**src/rtl/seven_seg_mux.sv**
```systemverilog
// Time-multiplexed N-digit seven-segment driver with shadowed patterns and enable-aware scan.
// Optional per-slot anode dimming is compiled in with SEVEN_SEG_BRIGHTNESS_EN.
module seven_seg_mux #(
  parameter int unsigned NUM_DIGITS = 4,
  parameter int unsigned SEG_W      = 7,
  parameter int unsigned DIV        = 17500
) (
  input  logic                          clk,
  input  logic                          rst_n,
  input  logic [NUM_DIGITS*SEG_W-1:0]   digits_in,
  input  logic                          load,
  input  logic [NUM_DIGITS-1:0]         digit_en,
`ifdef SEVEN_SEG_BRIGHTNESS_EN
  input  logic [3:0]                    duty,
`endif
  output logic [SEG_W-1:0]              segment,
  output logic [NUM_DIGITS-1:0]         anode,
  output logic [$clog2(NUM_DIGITS)-1:0] digit_idx,
  output logic                          sig
);

  localparam int unsigned CBITS = $clog2(DIV + 1);
  localparam int unsigned IDXW  = $clog2(NUM_DIGITS);

  logic [CBITS-1:0]            cnt_q, cnt_d;
  logic                        sig_q, sig_d;
  logic [SEG_W-1:0]            segment_q, segment_d;
  logic [NUM_DIGITS-1:0]       anode_q, anode_d;
  logic [IDXW-1:0]             digit_idx_q, digit_idx_d;
  logic [NUM_DIGITS*SEG_W-1:0] shadow_q, shadow_d;

  logic            tick;
  logic            hit;
  logic [IDXW-1:0] next_idx;
  logic [31:0]     pos;

  assign tick = (cnt_q >= CBITS'(DIV));

  always_comb begin
    cnt_d = tick ? '0 : cnt_q + CBITS'(1);
  end

  // Circular search starting one past the current digit; offset NUM_DIGITS lands on the
  // current digit itself, so a lone enabled digit is reselected.
  always_comb begin
    hit      = 1'b0;
    next_idx = digit_idx_q;
    pos      = '0;
    for (int unsigned o = 1; o <= NUM_DIGITS; o++) begin
      pos = (32'(digit_idx_q) + o) % NUM_DIGITS;
      if (!hit && digit_en[pos[IDXW-1:0]]) begin
        hit      = 1'b1;
        next_idx = pos[IDXW-1:0];
      end
    end
  end

  always_comb begin
    sig_d       = 1'b0;
    segment_d   = segment_q;
    anode_d     = anode_q;
    digit_idx_d = digit_idx_q;
    if (tick) begin
      sig_d = 1'b1;
      if (hit) begin
        digit_idx_d = next_idx;
        anode_d     = NUM_DIGITS'(1) << next_idx;
        // Reads the pre-load shadow, so a coincident load shows up only at the next tick.
        segment_d   = shadow_q[32'(next_idx)*SEG_W +: SEG_W];
      end else begin
        anode_d   = '0;
        segment_d = '0;
      end
    end
  end

  always_comb begin
    shadow_d = load ? digits_in : shadow_q;
  end

  always_ff @(posedge clk or negedge rst_n) begin
    if (!rst_n) begin
      cnt_q       <= '0;
      sig_q       <= 1'b0;
      segment_q   <= '0;
      anode_q     <= '0;
      digit_idx_q <= IDXW'(NUM_DIGITS - 1);
      shadow_q    <= '0;
    end else begin
      cnt_q       <= cnt_d;
      sig_q       <= sig_d;
      segment_q   <= segment_d;
      anode_q     <= anode_d;
      digit_idx_q <= digit_idx_d;
      shadow_q    <= shadow_d;
    end
  end

`ifdef SEVEN_SEG_BRIGHTNESS_EN
  localparam int unsigned TW = CBITS + 5;

  logic [TW-1:0] thresh;

  // duty=15 yields thresh=DIV+1, which cnt never reaches: full-slot brightness.
  always_comb begin
    thresh = ((TW'(duty) + TW'(1)) * TW'(DIV + 1)) >> 4;
  end

  assign anode = (TW'(cnt_q) >= thresh) ? '0 : anode_q;
`else
  assign anode = anode_q;
`endif

  assign segment   = segment_q;
  assign digit_idx = digit_idx_q;
  assign sig       = sig_q;

endmodule

```
**config.mk**
```make
export PLATFORM = sky130hd
export DESIGN_NAME = seven_seg_mux
export DESIGN_NICKNAME = d
export VERILOG_FILES = /design/src/rtl/seven_seg_mux.sv
export SDC_FILE = /design/constraint.sdc
export NUM_CORES = 1
export LEC_CHECK = 0
export BUFFER_PORTS_ARGS = -buffer_cell sky130_fd_sc_hd__buf_4
export CAP_MARGIN = 20
export CORE_AREA = 3 3 87 89
export CTS_BUF_LIST = sky130_fd_sc_hd__clkbuf_4
export CTS_CLUSTER_DIAMETER = 40
export DETAILED_ROUTE_END_ITERATION = 10
export DIE_AREA = 0 0 90 92
export GPL_TIMING_DRIVEN = 0
export PLACE_DENSITY = 0.57
export SLEW_MARGIN = 20
export SYNTH_ARGS = -nofsm -noshare
export SYNTH_HDL_FRONTEND = slang
export SYNTH_SLANG_ARGS = --single-unit
```
**constraint.sdc**
```tcl
create_clock -name clk -period 4.3 [get_ports clk]
set_clock_uncertainty 0.2 [all_clocks]
set_input_delay 0 -clock clk [delete_from_list [all_inputs] [get_ports clk]]
set_output_delay 0 -clock clk [all_outputs]
set_load 0.01 [all_outputs]
```
==> metrics.txt, run 1 <==
via count=2088; die area=approximately 8300 um2; final core occ=between 50% and 60%; Die Span Y=about 92 um; max cap viols=0; sequential cell area fraction in the yosys report=about 53%; CP max-delay cell=dlygate4sd3_1; Fmax=around 420 MHz; Sw Ratio=between 20% and 30%; Worst setup SP type=flop; Synth Register Bits=57; Worst Path Required=roughly 4500 ps; H-tree levels=3; largest net degree at the start of global routing=58; Worst setup startpoint=cnt_q[11]; worst-margin pin slew=approximately 760 ps; Die Width=about 90 um; P_int=between 0.8 and 0.9 mW; delay of the slowest critical-path stage=between 500 and 600 ps; number of flops mapped to enable cells by yosys=0; Clk pwr share=about a third; Wirelength per Cell=between 10 and 15 um; initial antenna violation count=0; final setup fails=0; cell row count=30; Synth Flop Type=dfrtp_1; static leakage=1.66 nW; post-synthesis cell type count=50; PortBufs=47; CTS Buf Count=9; diode count=0; clk buf depth=2; Synth Warn #=0; CTS Sinks=57; P per Cell Area=299 nW/um2; cell chain of the critical path=or3_1 -> o21ai_1 -> a31o_4 -> inv_6 -> nand2b_4 -> buf_6 -> o21ai_0 -> dlygate4sd3_1; final hold vios=15; DRT Wirelength=around 6 mm; Pre-antenna DRT Iters=4; CTS Root Cell=clkbuf_4; post-route ant nets=0; Post-CTS Resized=0; vias in the first global route=2256; Peak VDD IR=0.168 mV; Switch Pwr=approximately 0.29 mW; worst-path fanout max=10; fin. max-slew vios=0; core area=6830 um2; CTS tree=yes; slew margin rel.=between 40% and 50%; Worst setup EP type=flop; GP Congestion=between 0.8 and 0.9; top-area cell type share of the netlist area=between 50% and 60%; layout cells sized above 1=between 30% and 40%; asr flop ratio synth=100%; Comb pwr share=15.2%; Fin Hold WS=-22.5 ps; Initial Utilization=approximately two fifths; FF-to-FF Start=cnt_q[11]; Syn Inst Count=around 230; count leader, synth=dfrtp_1; Final Critical Period=2370 ps; outcome=finished with violations; Vias/cell=between 4 and 5; share of power burned in registers=between 50% and 60%; Global Route Usage Sum=16.2%; I/O pin cnt=a little under 50; violations in the final reports=hold timing; cell taking the most area after synthesis=dfrtp_1; Syn Area/Cell=11.8 um2; DRC=0; synth top area cells=dfrtp_1 (51%), mux2_2 (11%), a221oi_1 (4.2%), and2_1 (3.0%), nor2_1 (2.4%); clk slew on worst S/H paths=around 110 ps; first-pass GRT wire length=10.6 mm; kind of critical path=flop to flop; Worst EP arrival=~2500 ps; GRT overflow=0; unrepaired setup endpoints after global routing=no; Post-synth top cells=dfrtp_1 (55), mux2_2 (27), nor2_1 (17); period utilization=between 50% and 60%; TNS Setup=0 ps; nets=roughly 370; P&R area growth vs syn=40.5%; synthesized area=roughly 2700 um2; starting DRC count in detailed routing=~100; clk_lat worst skew=~410 ps; FF-to-FF setup slack=around 1900 ps; Post-Syn Nets=approximately 270; worst min path class=input port to asynchronous set/reset pin; HPWL Detailed=4.00 mm
==> metrics by stage <==
step / worst slack (ps) / cell area, um2 / total power [mW] / std cells
floorplan: 2370 / 2700 / 0.660 / 228
global placement: 2090 / 3170 / 0.719 / 371
detailed placement: 2080 / 3170 / 0.721 / 371
CTS: 1930 / 3790 / 1.14 / 436
global route: 1810 / 3790 / 1.18 / 436
finish: 1930 / 3790 / 1.13 / 436
==> critical path, delay by kind of cell, from the launching register on <==
kind            cells  cell delay [ps]
flops               1              430
compound gates      3              440
simple gates        2              460
buf+inv             3              790
==> layer usage <==
layer | track usage (%) | wire (um)
met1 | 20.3 | 2840
met2 | 26.7 | 2870
met3 | 4.27 | 255
met4 | 6.51 | 95
met5 | 0 | 0
==> worst paths after layout <==
kind | to | cells after the start
worst max-delay path | digit_idx[1] | 8
worst min-delay path | cnt_q[13] | 2
worst max register to register | digit_idx[1] | 8
worst min register to register | anode[0] | 2
max in group asynchronous | shadow_q[6] | 2
min in group clk | shadow_q[11] | 2
==> cells in the final DEF, fill, tap and decap left out, types with 5 or more instances in the layout <==
cell / count
buf_4: 49
dfrtp_1: 55
dlygate4sd3_1: 49
o31ai_1: 7
clkbuf_4: 9
and2_1: 13
nand2_1: 16
nor2_1: 17
nand3_1: 5
xor2_1: 5
a221oi_1: 13
mux2_2: 27
xnor2_1: 7
==> power by group through the flow <==
stage                     logic [mW]  registers (mW)  clock network (mW)
after global placement         0.128           0.590                   0
after detailed placement       0.130           0.591                   0
after floorplan               0.0742           0.586                   0
after CTS                      0.173           0.580               0.388
after global routing           0.190           0.584               0.412
final                          0.173           0.580               0.381
==> cell type report <==
type                       instances  area (um2)
sequential                        57        1430
clock inverter                     7        61.3
inverter                           4        20.0
clock buffer                       9        67.6
buffer                            11        70.1
multi-input combinational        156        1180
tap                               96         120
timing repair buffer              96         843
fill                             638        3040
==> registers in the layout, summed over array words and instances (netlist names) <==
signal	count
digit_idx	2
anode	4
shadow_q	28
cnt_q	15
sig	1
segment	7
==> cell families (layout without fill, tap and decap cells) <==
logic type,after synthesis,in the layout,synth area share [%]
multiplexers,28,28,11.8
XOR/XNOR,12,12,3.89
AND/OR/NAND/NOR,74,74,14.4
AO/OA/AOI/OAI,40,40,12.7
buffers and inverters,15,127,3.34
flip-flops,57,57,52.9
adder cells (fa/ha/maj),2,2,0.927
==> timing repair <==
action | in CTS | in global routing
endpoints found under the setup margin | 0 | 0
endpoints found under the hold margin | 91 | 0
setup buffers | 0 | 0
hold buffers | 49 | 0
No activity file was read; power rests on OpenSTA's default activity.
==> run 2: changes to the inputs <==
Settings changed: ABC_AREA set to 1, CORE_AREA 3 3 87 89 to 3 3 92 94, DIE_AREA 0 0 90 92 to 0 0 95 97.
Clock period 4.3 ns to 2.2 ns, I/O delays scaled along.
==> run 2 against run 1 <==
The run still ends with hold timing left. Core utilization is 1.5 points higher. Register-to-register slack worse by 1800 ps. Non-clock buffer count is 20 higher. Cell count is 38% higher. Setup slack worse by 1800 ps. Clock power is 120% higher. Count of clock-buffer cells in the layout stayed put. Maximum frequency is 17% higher. Cell area is 16% higher.
==> metrics.txt, run 2 <==
outcome=finished with violations; violations in the final reports=hold timing; largest net degree at the start of global routing=58 (unchanged); number of flops mapped to enable cells by yosys=0 (unchanged); crit path buf inv count=3 (unchanged); CTS Sinks=57 (unchanged); asr flop ratio synth=100% (unchanged); Peak VDD IR=0.350 mV (+110%); DRT Wirelength=7.43 mm (+22%); kind of critical path=flop to flop; DRC=0 (unchanged); top-area cell type share of the netlist area=44.5% (-6.5 points); slew margin rel.=50.7% (+1.5 points); CTS Buf Count=9 (unchanged); clk slew on worst S/H paths=100 ps (about the same); Die Span Y=97 um (+5.4%); Synth Warn #=0 (unchanged); CP delay by family, top=flip-flops; P&R area growth vs syn=42.5%; final setup fails=0 (unchanged); commonest non-fill, non-tap cell in the layout=nand2_1; synthesized area=3090 um2 (+15%); max reg flops=28 (unchanged); first-pass GRT wire length=12.8 mm (+20%); Syn Area/Cell=8.38 um2 (-29%); Wirelength per Cell=12.3 um (-11%); delay of the slowest critical-path stage=580 ps (about the same); FF-to-FF Start=digit_idx[0]; vias in the first global route=2746 (+22%); worst-margin pin slew=740 ps (-21.0 ps); worst min path class=input port to asynchronous set/reset pin; core area=7730 um2 (+13%); post-synthesis cell type count=36 (-28%); Post-CTS Resized=0 (unchanged); Syn Inst Count=369 (+62%); static leakage=2.14 nW (+28%); via count=2777 (+33%); Worst setup startpoint=digit_idx[0]; Global Route Usage Sum=17.6% (+1.3 points); total setup buffers inserted after CTS=0 (unchanged); count leader, synth=nand2_1; worst reg2reg endpoint=segment[1]; TNS Setup=0 ps (unchanged); Synth Flop Type=dfrtp_1; cell mode on critical path=nand3_2; initial antenna violation count=0 (unchanged); clk_lat worst skew=400 ps (about the same); Synth Register Bits=57 (unchanged); Worst Path Required=2290 ps (-2160 ps); post-route ant nets=0 (unchanged); Finished Cell Area=4400 um2 (+16%); max cap viols=0 (unchanged); PortBufs=47 (unchanged); Initial Utilization=40.0% (+0.49 points); cell chain of the critical path=inv_2 -> nand2_1 -> o21ai_1 -> nand2_2 -> nand2_4 -> buf_4 -> o21ai_0 -> inv_1 -> nand3_2 -> nand3_2; Post-Syn Nets=406 (+53%); I/O pin cnt=49 (unchanged); Vias/cell=4.61 (-3.7%); end point of the critical path=segment[1]; Pre-antenna DRT Iters=6 (+2); cell row count=32 (+6.7%); H-tree levels=3 (unchanged); HPWL Detailed=4.90 mm (+23%); worst r2r path cells=10 (+2); GP Congestion=0.846 (+5.4%); Worst setup SP type=flop; die area=9220 um2 (+11%); synth top area cells=dfrtp_1 (45%), nand2_1 (13%), inv_1 (6.1%), o21ai_0 (5.0%), nand3_2 (4.9%); Worst EP arrival=2120 ps (-400 ps); Fillers=703 (+10%); worst-path fanout max=10 (unchanged); Fin Hold WS=-15.1 ps (+7.41 ps); final core occ=57.0% (+1.5 points); most frequent cells in the layout=nand2_1 (106), dlygate4sd3_1 (68), dfrtp_1 (55); P per Cell Area=528 nW/um2 (+76%); Final Critical Period=2030 ps (-342 ps); diode count=0 (unchanged); Critical Path Stages=10 (+2); cell taking the most area after synthesis=dfrtp_1; sequential cell area fraction in the yosys report=46.2% (-6.7 points); Post-synth top cells=nand2_1 (106), dfrtp_1 (55), inv_1 (50); nets=532 (+43%); GRT overflow=0 (unchanged); starting DRC count in detailed routing=138 (+33%); CTS tree=yes; unrepaired setup endpoints after global routing=no; clk buf depth=2 (unchanged); Worst setup EP type=flop; CTS Root Cell=clkbuf_4; Placed Area=3570 um2 (+13%); period utilization=92.2% (+37 points); FF-to-FF setup slack=170 ps (-1760 ps); Top reg by flops=shadow_q; CP max-delay cell=dfstp_2; layout cells sized above 1=24.6% (-8.0 points); fin. max-slew vios=0 (unchanged); final hold vios=5 (-10); Fmax=493 MHz (+17%); Die Width=95 um (+5.6%)
## run 2: worst min-delay path by stage
stage / startpoint / to / slack (ps) / cells past startpoint
finish: rst_n / sig / -20 / 2
global route: rst_n / sig / 20 / 2
CTS: rst_n / shadow_q[12] / 10 / 2
detailed placement: rst_n / sig / -80 / 1
global placement: rst_n / cnt_q[5] / -90 / 1
floorplan: rst_n / anode[0] / -500 / 0
## run 2: stage by stage
stage	std cells	power [mW]	setup WS [ps]
global placement	518	1.36	196
CTS	602	2.35	177
finish	602	2.32	172
global route	602	2.45	63.1
floorplan	369	1.26	388
detailed placement	518	1.37	192
## run 2: what timing repair did
item | CTS | global route
endpoints found under the hold margin | 85 | 0
endpoints found under the setup margin | 0 | 0
hold buffers | 68 | 0
## run 2: final cells by class
type                       instances  area, um2  share of cell area, %
sequential                        57       1430                   32.4
multi-input combinational        245       1370                   31.1
timing repair buffer             115       1030                   23.5
inverter                          55        206                   4.69
tap                              102        128                   2.90
clock inverter                     7       85.1                   1.93
buffer                            12       85.1                   1.93
clock buffer                       9       67.6                   1.53
## run 2: kinds of logic (layout without fill, tap and decap cells)
family,after synthesis,in the layout,synth area share [%]
fa+ha+maj,2,2,0.810
simple gates,185,185,30.9
mux,7,7,2.55
compound gates,46,46,8.66
xor+xnor,5,5,1.42
flops,57,57,46.2
buf+inv,67,198,9.43
## run 2: routing by layer
| metal | global-route usage (%) | wire [um] | up-vias |
|---|---|---|---|
| met2 | 29.0 | 3720 | 54 |
| met5 | 0 | 0 | - |
| met4 | 3.66 | 62 | 0 |
| li1 | - | - | 1425 |
| met1 | 22.3 | 3300 | 1293 |
| met3 | 5.83 | 340 | 5 |
## run 2: power by group
group | leakage [nW] | total, mW | internal (mW) | switching (mW)
clock | 0.0808 | 0.851 | 0.450 | 0.401
combinational | 1.39 | 0.363 | 0.201 | 0.162
sequential | 0.663 | 1.11 | 1.09 | 0.0165
